$ cat config.mk
export PLATFORM = sky130hd
export DESIGN_NAME = nand_cycle_engine
export DESIGN_NICKNAME = d
export VERILOG_FILES = /design/src/rtl/nand_pkg.sv /design/src/rtl/nand_cyc_timer.sv /design/src/rtl/nand_cycle_engine.sv
export SDC_FILE = /design/constraint.sdc
export NUM_CORES = 1
export LEC_CHECK = 0
export BUFFER_PORTS_ARGS = -buffer_cell sky130_fd_sc_hd__buf_2
export CORE_AREA = 2 2 73 75
export CTS_CLUSTER_SIZE = 40
export DETAILED_ROUTE_END_ITERATION = 8
export DIE_AREA = 0 0 75 77
export SYNTH_ARGS = -nofsm -noshare
export SYNTH_HDL_FRONTEND = slang
export SYNTH_SLANG_ARGS = --single-unit
$ cat constraint.sdc
create_clock -name PCLK -period 2.21 [get_ports PCLK]
set_clock_uncertainty 0.2 [all_clocks]
set_input_delay 0.221 -clock PCLK [delete_from_list [all_inputs] [get_ports PCLK]]
set_output_delay 0.221 -clock PCLK [all_outputs]
set_load 0.005 [all_outputs]
$ cat src/rtl/nand_pkg.sv
// Shared types and default timing for the NAND bus-cycle engine.
package nand_pkg;

    typedef enum logic [1:0] {
        REQ_CMD   = 2'b00,
        REQ_ADDR  = 2'b01,
        REQ_WDATA = 2'b10,
        REQ_RDATA = 2'b11
    } req_type_e;

    typedef enum logic [2:0] {
        ST_IDLE,
        ST_SETUP,
        ST_PULSE,
        ST_HOLD,
        ST_WB,
        ST_RBWAIT,
        ST_DONE
    } state_e;

    localparam int DEF_T_SETUP     = 2;
    localparam int DEF_T_PULSE     = 3;
    localparam int DEF_T_HOLD      = 2;
    localparam int DEF_T_WB        = 4;
    localparam int DEF_TIMEOUT_CYC = 1000000;

    // The interval timer counts down to zero, so an N-cycle interval loads N-1.
    function automatic logic [3:0] tmr_load(input int cycles);
        return 4'(cycles - 1);
    endfunction

endpackage

$ cat src/rtl/nand_cyc_timer.sv
// Loadable 4-bit down-counter; o_done is high while the count sits at zero.
module nand_cyc_timer (
    input  logic       clk,
    input  logic       srst,
    input  logic       i_load,
    input  logic [3:0] i_load_val,
    output logic       o_done
);

    logic [3:0] r_cnt;

    always_ff @(posedge clk) begin
        if (srst) begin
            r_cnt <= 4'd0;
        end else if (i_load) begin
            r_cnt <= i_load_val;
        end else if (r_cnt != 4'd0) begin
            r_cnt <= r_cnt - 4'd1;
        end
    end

    assign o_done = (r_cnt == 4'd0);

endmodule

$ cat src/rtl/nand_cycle_engine.sv
// NAND flash bus-cycle engine: one CMD/ADDR/WDATA/RDATA cycle per request.
// Optional R/B# timeout is built when NAND_RB_TIMEOUT_EN is defined.
module nand_cycle_engine
    import nand_pkg::*;
#(
    parameter int T_SETUP     = DEF_T_SETUP,
    parameter int T_PULSE     = DEF_T_PULSE,
    parameter int T_HOLD      = DEF_T_HOLD,
    parameter int T_WB        = DEF_T_WB,
    parameter int TIMEOUT_CYC = DEF_TIMEOUT_CYC
) (
    input  logic       PCLK,
    input  logic       PRESET,
    input  logic       req_valid,
    output logic       req_ready,
    input  logic [1:0] req_type,
    input  logic [7:0] req_data,
    input  logic       req_wait_rb,
    input  logic       wp_req,
    output logic       rsp_valid,
    output logic [7:0] rsp_data,
    output logic       rsp_err,
    output logic       nCE,
    output logic       CLE,
    output logic       ALE,
    output logic       nWE,
    output logic       nRE,
    output logic       nWP,
    output logic [7:0] IO_o,
    output logic       IO_oe,
    input  logic [7:0] IO_i,
    input  logic       RB
);

    state_e    r_state;
    state_e    w_state_next;
    req_type_e r_type;
    logic [7:0] r_data;
    logic       r_wait_rb;
    logic       r_last_pulse;
    logic       w_accept;
    logic       w_active;
    logic       w_tmr_load;
    logic [3:0] w_tmr_val;
    logic       w_tmr_done;

    logic       r_nce, r_cle, r_ale, r_nwe, r_nre, r_nwp, r_io_oe, r_rsp_valid;
    logic [7:0] r_io_o, r_rsp_data;

`ifdef NAND_RB_TIMEOUT_EN
    localparam int TO_W = $clog2(TIMEOUT_CYC + 1);
    localparam logic [TO_W-1:0] TO_LAST = TO_W'(TIMEOUT_CYC - 1);
    logic [TO_W-1:0] r_to_cnt;
    logic            r_to_flag;
    logic            r_rsp_err;
    logic            w_to_hit;
`endif

    assign req_ready = (r_state == ST_IDLE);
    assign w_accept  = req_ready && req_valid;
    assign w_active  = (r_state inside {ST_SETUP, ST_PULSE, ST_HOLD});

    nand_cyc_timer u_timer (
        .clk        (PCLK),
        .srst       (PRESET),
        .i_load     (w_tmr_load),
        .i_load_val (w_tmr_val),
        .o_done     (w_tmr_done)
    );

    always_ff @(posedge PCLK) begin
        if (PRESET) begin
            r_state <= ST_IDLE;
        end else begin
            r_state <= w_state_next;
        end
    end

    always_comb begin
        w_state_next = r_state;
        w_tmr_load   = 1'b0;
        w_tmr_val    = 4'd0;
`ifdef NAND_RB_TIMEOUT_EN
        w_to_hit     = 1'b0;
`endif
        case (r_state)
            ST_IDLE: if (req_valid) begin
                w_state_next = ST_SETUP;
                w_tmr_load   = 1'b1;
                w_tmr_val    = tmr_load(T_SETUP);
            end
            ST_SETUP: if (w_tmr_done) begin
                w_state_next = ST_PULSE;
                w_tmr_load   = 1'b1;
                w_tmr_val    = tmr_load(T_PULSE);
            end
            ST_PULSE: if (w_tmr_done) begin
                w_state_next = ST_HOLD;
                w_tmr_load   = 1'b1;
                w_tmr_val    = tmr_load(T_HOLD);
            end
            ST_HOLD: if (w_tmr_done) begin
                if (r_wait_rb) begin
                    w_state_next = ST_WB;
                    w_tmr_load   = 1'b1;
                    w_tmr_val    = tmr_load(T_WB);
                end else begin
                    w_state_next = ST_DONE;
                end
            end
            ST_WB: if (w_tmr_done) w_state_next = ST_RBWAIT;
            ST_RBWAIT: begin
                if (RB) w_state_next = ST_DONE;
`ifdef NAND_RB_TIMEOUT_EN
                else if (r_to_cnt == TO_LAST) begin
                    w_state_next = ST_DONE;
                    w_to_hit     = 1'b1;
                end
`endif
            end
            ST_DONE: w_state_next = ST_IDLE;
            default: w_state_next = ST_IDLE;
        endcase
    end

    always_ff @(posedge PCLK) begin
        if (PRESET) begin
            r_type    <= REQ_CMD;
            r_data    <= 8'h00;
            r_wait_rb <= 1'b0;
        end else if (w_accept) begin
            r_type    <= req_type_e'(req_type);
            r_data    <= req_data;
            r_wait_rb <= req_wait_rb;
        end
    end

    // Pins are a registered decode of the current state, so the pin view
    // trails r_state by one cycle; RDATA capture is delayed to match.
    always_ff @(posedge PCLK) begin
        if (PRESET) begin
            r_nce        <= 1'b1;
            r_cle        <= 1'b0;
            r_ale        <= 1'b0;
            r_nwe        <= 1'b1;
            r_nre        <= 1'b1;
            r_nwp        <= 1'b0;
            r_io_oe      <= 1'b0;
            r_io_o       <= 8'h00;
            r_rsp_valid  <= 1'b0;
            r_rsp_data   <= 8'h00;
            r_last_pulse <= 1'b0;
        end else begin
            r_nce        <= (r_state == ST_IDLE);
            r_cle        <= w_active && (r_type == REQ_CMD);
            r_ale        <= w_active && (r_type == REQ_ADDR);
            r_nwe        <= !((r_state == ST_PULSE) && (r_type != REQ_RDATA));
            r_nre        <= !((r_state == ST_PULSE) && (r_type == REQ_RDATA));
            r_nwp        <= ~wp_req;
            r_io_oe      <= w_active && (r_type != REQ_RDATA);
            r_io_o       <= (w_active && (r_type != REQ_RDATA)) ? r_data : 8'h00;
            r_rsp_valid  <= (r_state == ST_DONE);
            r_last_pulse <= (r_state == ST_PULSE) && w_tmr_done && (r_type == REQ_RDATA);
            if (r_last_pulse) begin
                r_rsp_data <= IO_i;
            end
        end
    end

`ifdef NAND_RB_TIMEOUT_EN
    always_ff @(posedge PCLK) begin
        if (PRESET) begin
            r_to_cnt  <= '0;
            r_to_flag <= 1'b0;
            r_rsp_err <= 1'b0;
        end else begin
            r_to_cnt <= (r_state == ST_RBWAIT) ? r_to_cnt + 1'b1 : '0;
            if (w_accept) begin
                r_to_flag <= 1'b0;
            end else if (w_to_hit) begin
                r_to_flag <= 1'b1;
            end
            if (w_accept) begin
                r_rsp_err <= 1'b0;
            end else if ((r_state == ST_DONE) && r_to_flag) begin
                r_rsp_err <= 1'b1;
            end
        end
    end
    assign rsp_err = r_rsp_err;
`else
    assign rsp_err = 1'b0;
`endif

    assign nCE       = r_nce;
    assign CLE       = r_cle;
    assign ALE       = r_ale;
    assign nWE       = r_nwe;
    assign nRE       = r_nre;
    assign nWP       = r_nwp;
    assign IO_oe     = r_io_oe;
    assign IO_o      = r_io_o;
    assign rsp_valid = r_rsp_valid;
    assign rsp_data  = r_rsp_data;

endmodule
# Word-level counts from Yosys, hierarchy flattened
# Cells that the tools add are included.
dict set report totals {
  word_cells 74
  regBits 43
  in_bits 24
}
dict set report op_classes {
  n_mux 21
  n_reduce_logical 19
  bitwise_logic 2
  n_eq_ne 15
  add_sub_neg 1
}
# op n
set op_table {}
lappend op_table {{2-to-1 mux 3 bit} 6}
lappend op_table {{one-hot mux 3 bit (6 select lines)} 1}
lappend op_table {{inequality test 2 bit (second input constant)} 7}
lappend op_table {{equality test 3 bit (second input constant)} 3}
lappend op_table {{logical AND 1 bit} 8}
lappend op_table {{2-to-1 mux 2 bit} 4}
lappend op_table {{2-to-1 mux 4 bit} 2}
lappend op_table {{one-hot mux 2 bit (4 select lines)} 1}
lappend op_table {{equality test 3 x 2 -> 1 bit (second input constant)} 2}
lappend op_table {{2-to-1 mux 1 bit} 6}
lappend op_table {{AND reduction 6 bit} 1}
lappend op_table {{logical NOT 4 bit} 1}
lappend op_table {{nonzero test 4 bit} 1}
lappend op_table {{OR reduction 2 bit} 2}
lappend op_table {{subtractor 4 x 1 -> 4 bit (second input constant)} 1}
lappend op_table {{equality test 3 x 1 -> 1 bit (second input constant)} 1}
lappend op_table {{logical NOT 3 bit} 1}
lappend op_table {{one-hot mux 1 bit (3 select lines)} 1}
lappend op_table {{nonzero test 3 bit} 1}
lappend op_table {{equality test 2 x 1 -> 1 bit (second input constant)} 1}
lappend op_table {{equality test 2 bit (second input constant)} 1}
lappend op_table {{logical NOT 1 bit} 2}
lappend op_table {{logical NOT 2 bit} 1}
lappend op_table {{NOT 1 bit} 2}
lappend op_table {{nonzero test 2 bit} 1}

# Logic depth before layout (Yosys ltp)
dict set report logic_depth {
  ltp_word 5
  mapped_depth 5
  ltp_nobuf 5
}

# By module
# From an unflattened synthesis, not the netlist that was laid out.
dict set report hier_totals {
  cells_unflattened 170
  hier_area_um2 1625.3
}
# module cells_each seq_area_each_um2 area_each_um2 n_inst
set modules_own_cells {}
lappend modules_own_cells {nand_cycle_engine 146 780.7 1396.3 1}
lappend modules_own_cells {nand_cyc_timer 24 80.1 229.0 1}

# Worst setup path before layout
# No wires, ideal clock.
dict set report synth_timing {
  path_type {register to register}
  startpoint {register u_timer.r_cnt[0]}
  endpoint {register u_timer.r_cnt[0]}
  slack_ns 0.543
  required_ns 1.931
  arrival_time_ns 1.387
  stages_incl_launch_ff 6
  period_less_slack_ns 1.667
  path_buffers 0
  path_cell_list {dfxtp_1 -> inv_1 -> ha_1 -> nor3b_2 -> mux2_2 -> a211oi_2}
}
dict set report synth_via {
  elab_chain_len 4
}
# element line
set synth_rtl {}
lappend synth_rtl {{start, declared} nand_cyc_timer.sv:10} ;# logic [3:0] r_cnt;
lappend synth_rtl {{start signal, assigned} nand_cyc_timer.sv:16} ;# r_cnt <= i_load_val;
lappend synth_rtl {{start signal, assigned} nand_cyc_timer.sv:18} ;# r_cnt <= r_cnt - 4'd1;
lappend synth_rtl {{parallel branches: the longest is 4 deep, another holds subtractor 4 x 1 -> 4 bit} --}
# Parallel ways; which one is timed is not known. The select of a mux whose other input is x is not followed.
# A chain may end at the register's enable or synchronous reset.

# Worst setup path after layout
# Same ends and word-level chain as after synthesis.

==> impl_metrics.csv <==
group,metric,value,unit
setup_path,critical_path_class,"register to register",
cells_and_area,antenna_cells,0,
sta,hold_viol,0,
floorplanning,die_height,77,um
clock_tree,clockRootBuffer,"clkbuf_8",
drt,viasPerCell,4.422,
synthesis,yosys.area.top_type_share,0.5161,
synthesis,async_reset_ff_frac,0,
sta,grt_setup_unrepaired,"no",
power,clkPwrFrac,0.260,
power,internal_power,1524,uW
synthesis,ys_seq_area_frac,0.5161,
grt,grt_max_degree,34,
synthesis,syn_area_per_cell,9.987,um^2
setup_path,rrSetupSlack,0.37,ns
power,p_sw_frac,0.3066,
synthesis,syn_area,1668,um^2
cells_and_area,stdcell_count,303,
grt,grt_pass1_vias,1180,
sta,relSlewSlack,0.5699,
grt,grt_usage,0.1187,
drt,dr.first_iter.drc_count,52,
power,power_density,989.3,nW/um^2
clock_tree,clk_pin_slew_worst_paths,0.07,ns
drt,drtAntennaViolNets,0,
clock_tree,h-tree-depth,2,
cells_and_area,drive_gt1_frac,0.2876,
power,seqPwrFrac,0.463,
hold_path,hold_start,"RB",
synthesis,synth_top_area_cell,"dfxtp_1",
sta,drv_slew,0,
synthesis,synth_edf_count,0,
hold_path,hold_class,"input pin to register",
floorplanning,pin_count,50,
sta,finalSetupTns,0,ns
grt,grt_first_pass_wirelength,5285,um
place,dp_cells,276,
setup_path,end_kind,"register",
clock_tree,cts_buffers,5,
drt,wl_per_cell,10.82,um
clock_tree,cts.sinks,43,
floorplanning,die_area,5775,um^2
grt,overflow,0,
clock_tree,clkLatencyLatePin,0.29,ns
cells_and_area,syn_to_final_growth,33.23,%
power,ir_drop,0.0003210,V
place,portBuffers,48,
cells_and_area,nNetsFinal,258,
drt,drc,0,
setup_path,cp-startpoint,"u_timer.r_cnt[0]",
synthesis,synth.most_common_cell,"dfxtp_1",
clock_tree,cts_tree,"yes",
synthesis,synth_nets,192,
sta,tightest_slew,0.6452,ns
setup_path,critPathMaxFanout,7,
status,status,"completed",
synthesis,ys_top_cells_by_area,"dfxtp_1 (52%), nand2_1 (5.4%), a21oi_1 (5.1%)",
grt,grt_antenna_before_repair,0,
flow_run,maxCapViolations,0,
synthesis,synth_common_cells,"dfxtp_1 (43), nand2_1 (24), a21oi_1 (17)",
drt,routed_wl,3278,um
synthesis,synth.distinct_cells,40,
sta,min_period,1.843,ns
synthesis,postSynthCellCount,167,
sta,setup_violations,0,
power,switchingPower,674.0,uW
drt,routed-via-count,1340,
power,pwr-share-comb,0.277,
place,place_congestion,0.7642,
sta,fmaxAchievable,542.5,MHz
setup_path,worst_setup_path_start_kind,"register",
place,hpwl,2120,um
floorplanning,die_x,75,um
synthesis,synth_seq_cells,43,
sta,min_period_over_period,0.8340,
floorplanning,rows,26,
synthesis,yosysWarnings,0,
floorplanning,initial_core_util,0.3351,
clock_tree,cts_setup_buffers,0,
synthesis,synth_flop_cell,"dfxtp_1",
power,static-leakage-power,0.0009185,uW
drt,first_pass_iters,4,
setup_path,cp.arrival,1.85,ns
floorplanning,core_area,4977,um^2
clock_tree,clockBufferDepth,2,
setup_path,required,2.22,ns
setup_path,r2r_start,"u_timer.r_cnt[0]",
power by group through the flow:
| stage | combinational, uW | sequential [uW] | clock, uW |
|---|---|---|---|
| 2_1_floorplan | 500 | 984 | 0 |
| 3_3_place_gp | 577 | 1030 | 0 |
| 3_5_place_dp | 587 | 1030 | 0 |
| 4_1_cts | 616 | 1010 | 597 |
| 5_1_grt | 690 | 1040 | 621 |
| 6_report | 609 | 1020 | 572 |
metal layers:
layer  wire (um)  global-route usage  vias up
li1            -                   -      699
met1        1479              0.1357      594
met2        1484              0.1886       41
met3         242             0.04468        6
met4          72             0.06071        0
met5           0                   0        -
stage by stage:
stage | hold WS [ns] | utilization | power (uW) | area [um^2] | worst slack, ns
final | 0.07554 | 0.4465 | 2198 | 2222 | 0.3668
after global routing | 0.1023 | 0.4465 | 2350 | 2222 | 0.2245
after CTS | 0.06565 | 0.4465 | 2228 | 2222 | 0.3850
after detailed placement | 0.1774 | 0.3856 | 1621 | 1919 | 0.3942
after global placement | 0.1773 | 0.3856 | 1609 | 1919 | 0.4318
after floorplan | 0.08769 | - | 1484 | 1668 | 0.5434
cell families (layout without fill, tap and decap cells):
| logic type | Yosys count | after routing | share of synthesized area |
|---|---|---|---|
| simple gates | 70 | 70 | 0.2453 |
| flops | 43 | 43 | 0.5161 |
| compound gates | 27 | 27 | 0.1028 |
| buf+inv | 14 | 80 | 0.05926 |
| mux | 10 | 10 | 0.06152 |
| fa+ha+maj | 1 | 1 | 0.007501 |
| other cells | 1 | 1 | 0.002248 |
| xor+xnor | 1 | 1 | 0.005252 |
final cells by class:
class,instances,area (um^2)
tap,70,87.58
timing repair buffer,69,447.9
clock buffer,6,72.57
fill,502,2755
clock inverter,1,30.03
multi-input combinational,110,708.2
sequential,43,860.8
inverter,4,15.01
timing repair:
action	4_1_cts	5_1_grt
hold endpoints to repair	20	0
hold buffers	20	0
gates resized for setup	0	0
registers in the layout, summed over array words and instances (netlist names), 2 cells and up:
register       cells
r_type             2
r_data             8
rsp_data           8
u_timer.r_cnt      4
r_state            3
IO_o               8
critical path, stage by stage (launching register included):
cell and delay (ns):
dfxtp_1 0.34, inv_1 0.07, ha_1 0.18, nor3b_2 0.40, mux2_2 0.39, a211oi_2 0.20
path summary, 6_finish.rpt:
kind / end / cells past startpoint
max: u_timer.r_cnt[0] / 5
min: r_state[0] / 3
max reg2reg: u_timer.r_cnt[0] / 5
min reg2reg: r_data[2] / 2
cells in the final DEF (no fill, tap or decap), types with 4 or more instances in the layout:
master	count
a21oi_1	17
and2_1	8
buf_2	48
clkbuf_8	5
dfxtp_1	43
dlygate4sd3_1	20
inv_1	4
mux2i_1	8
nand2_1	24
nor2_1	12
nor3_1	4
(Power assumes the default switching activity.)
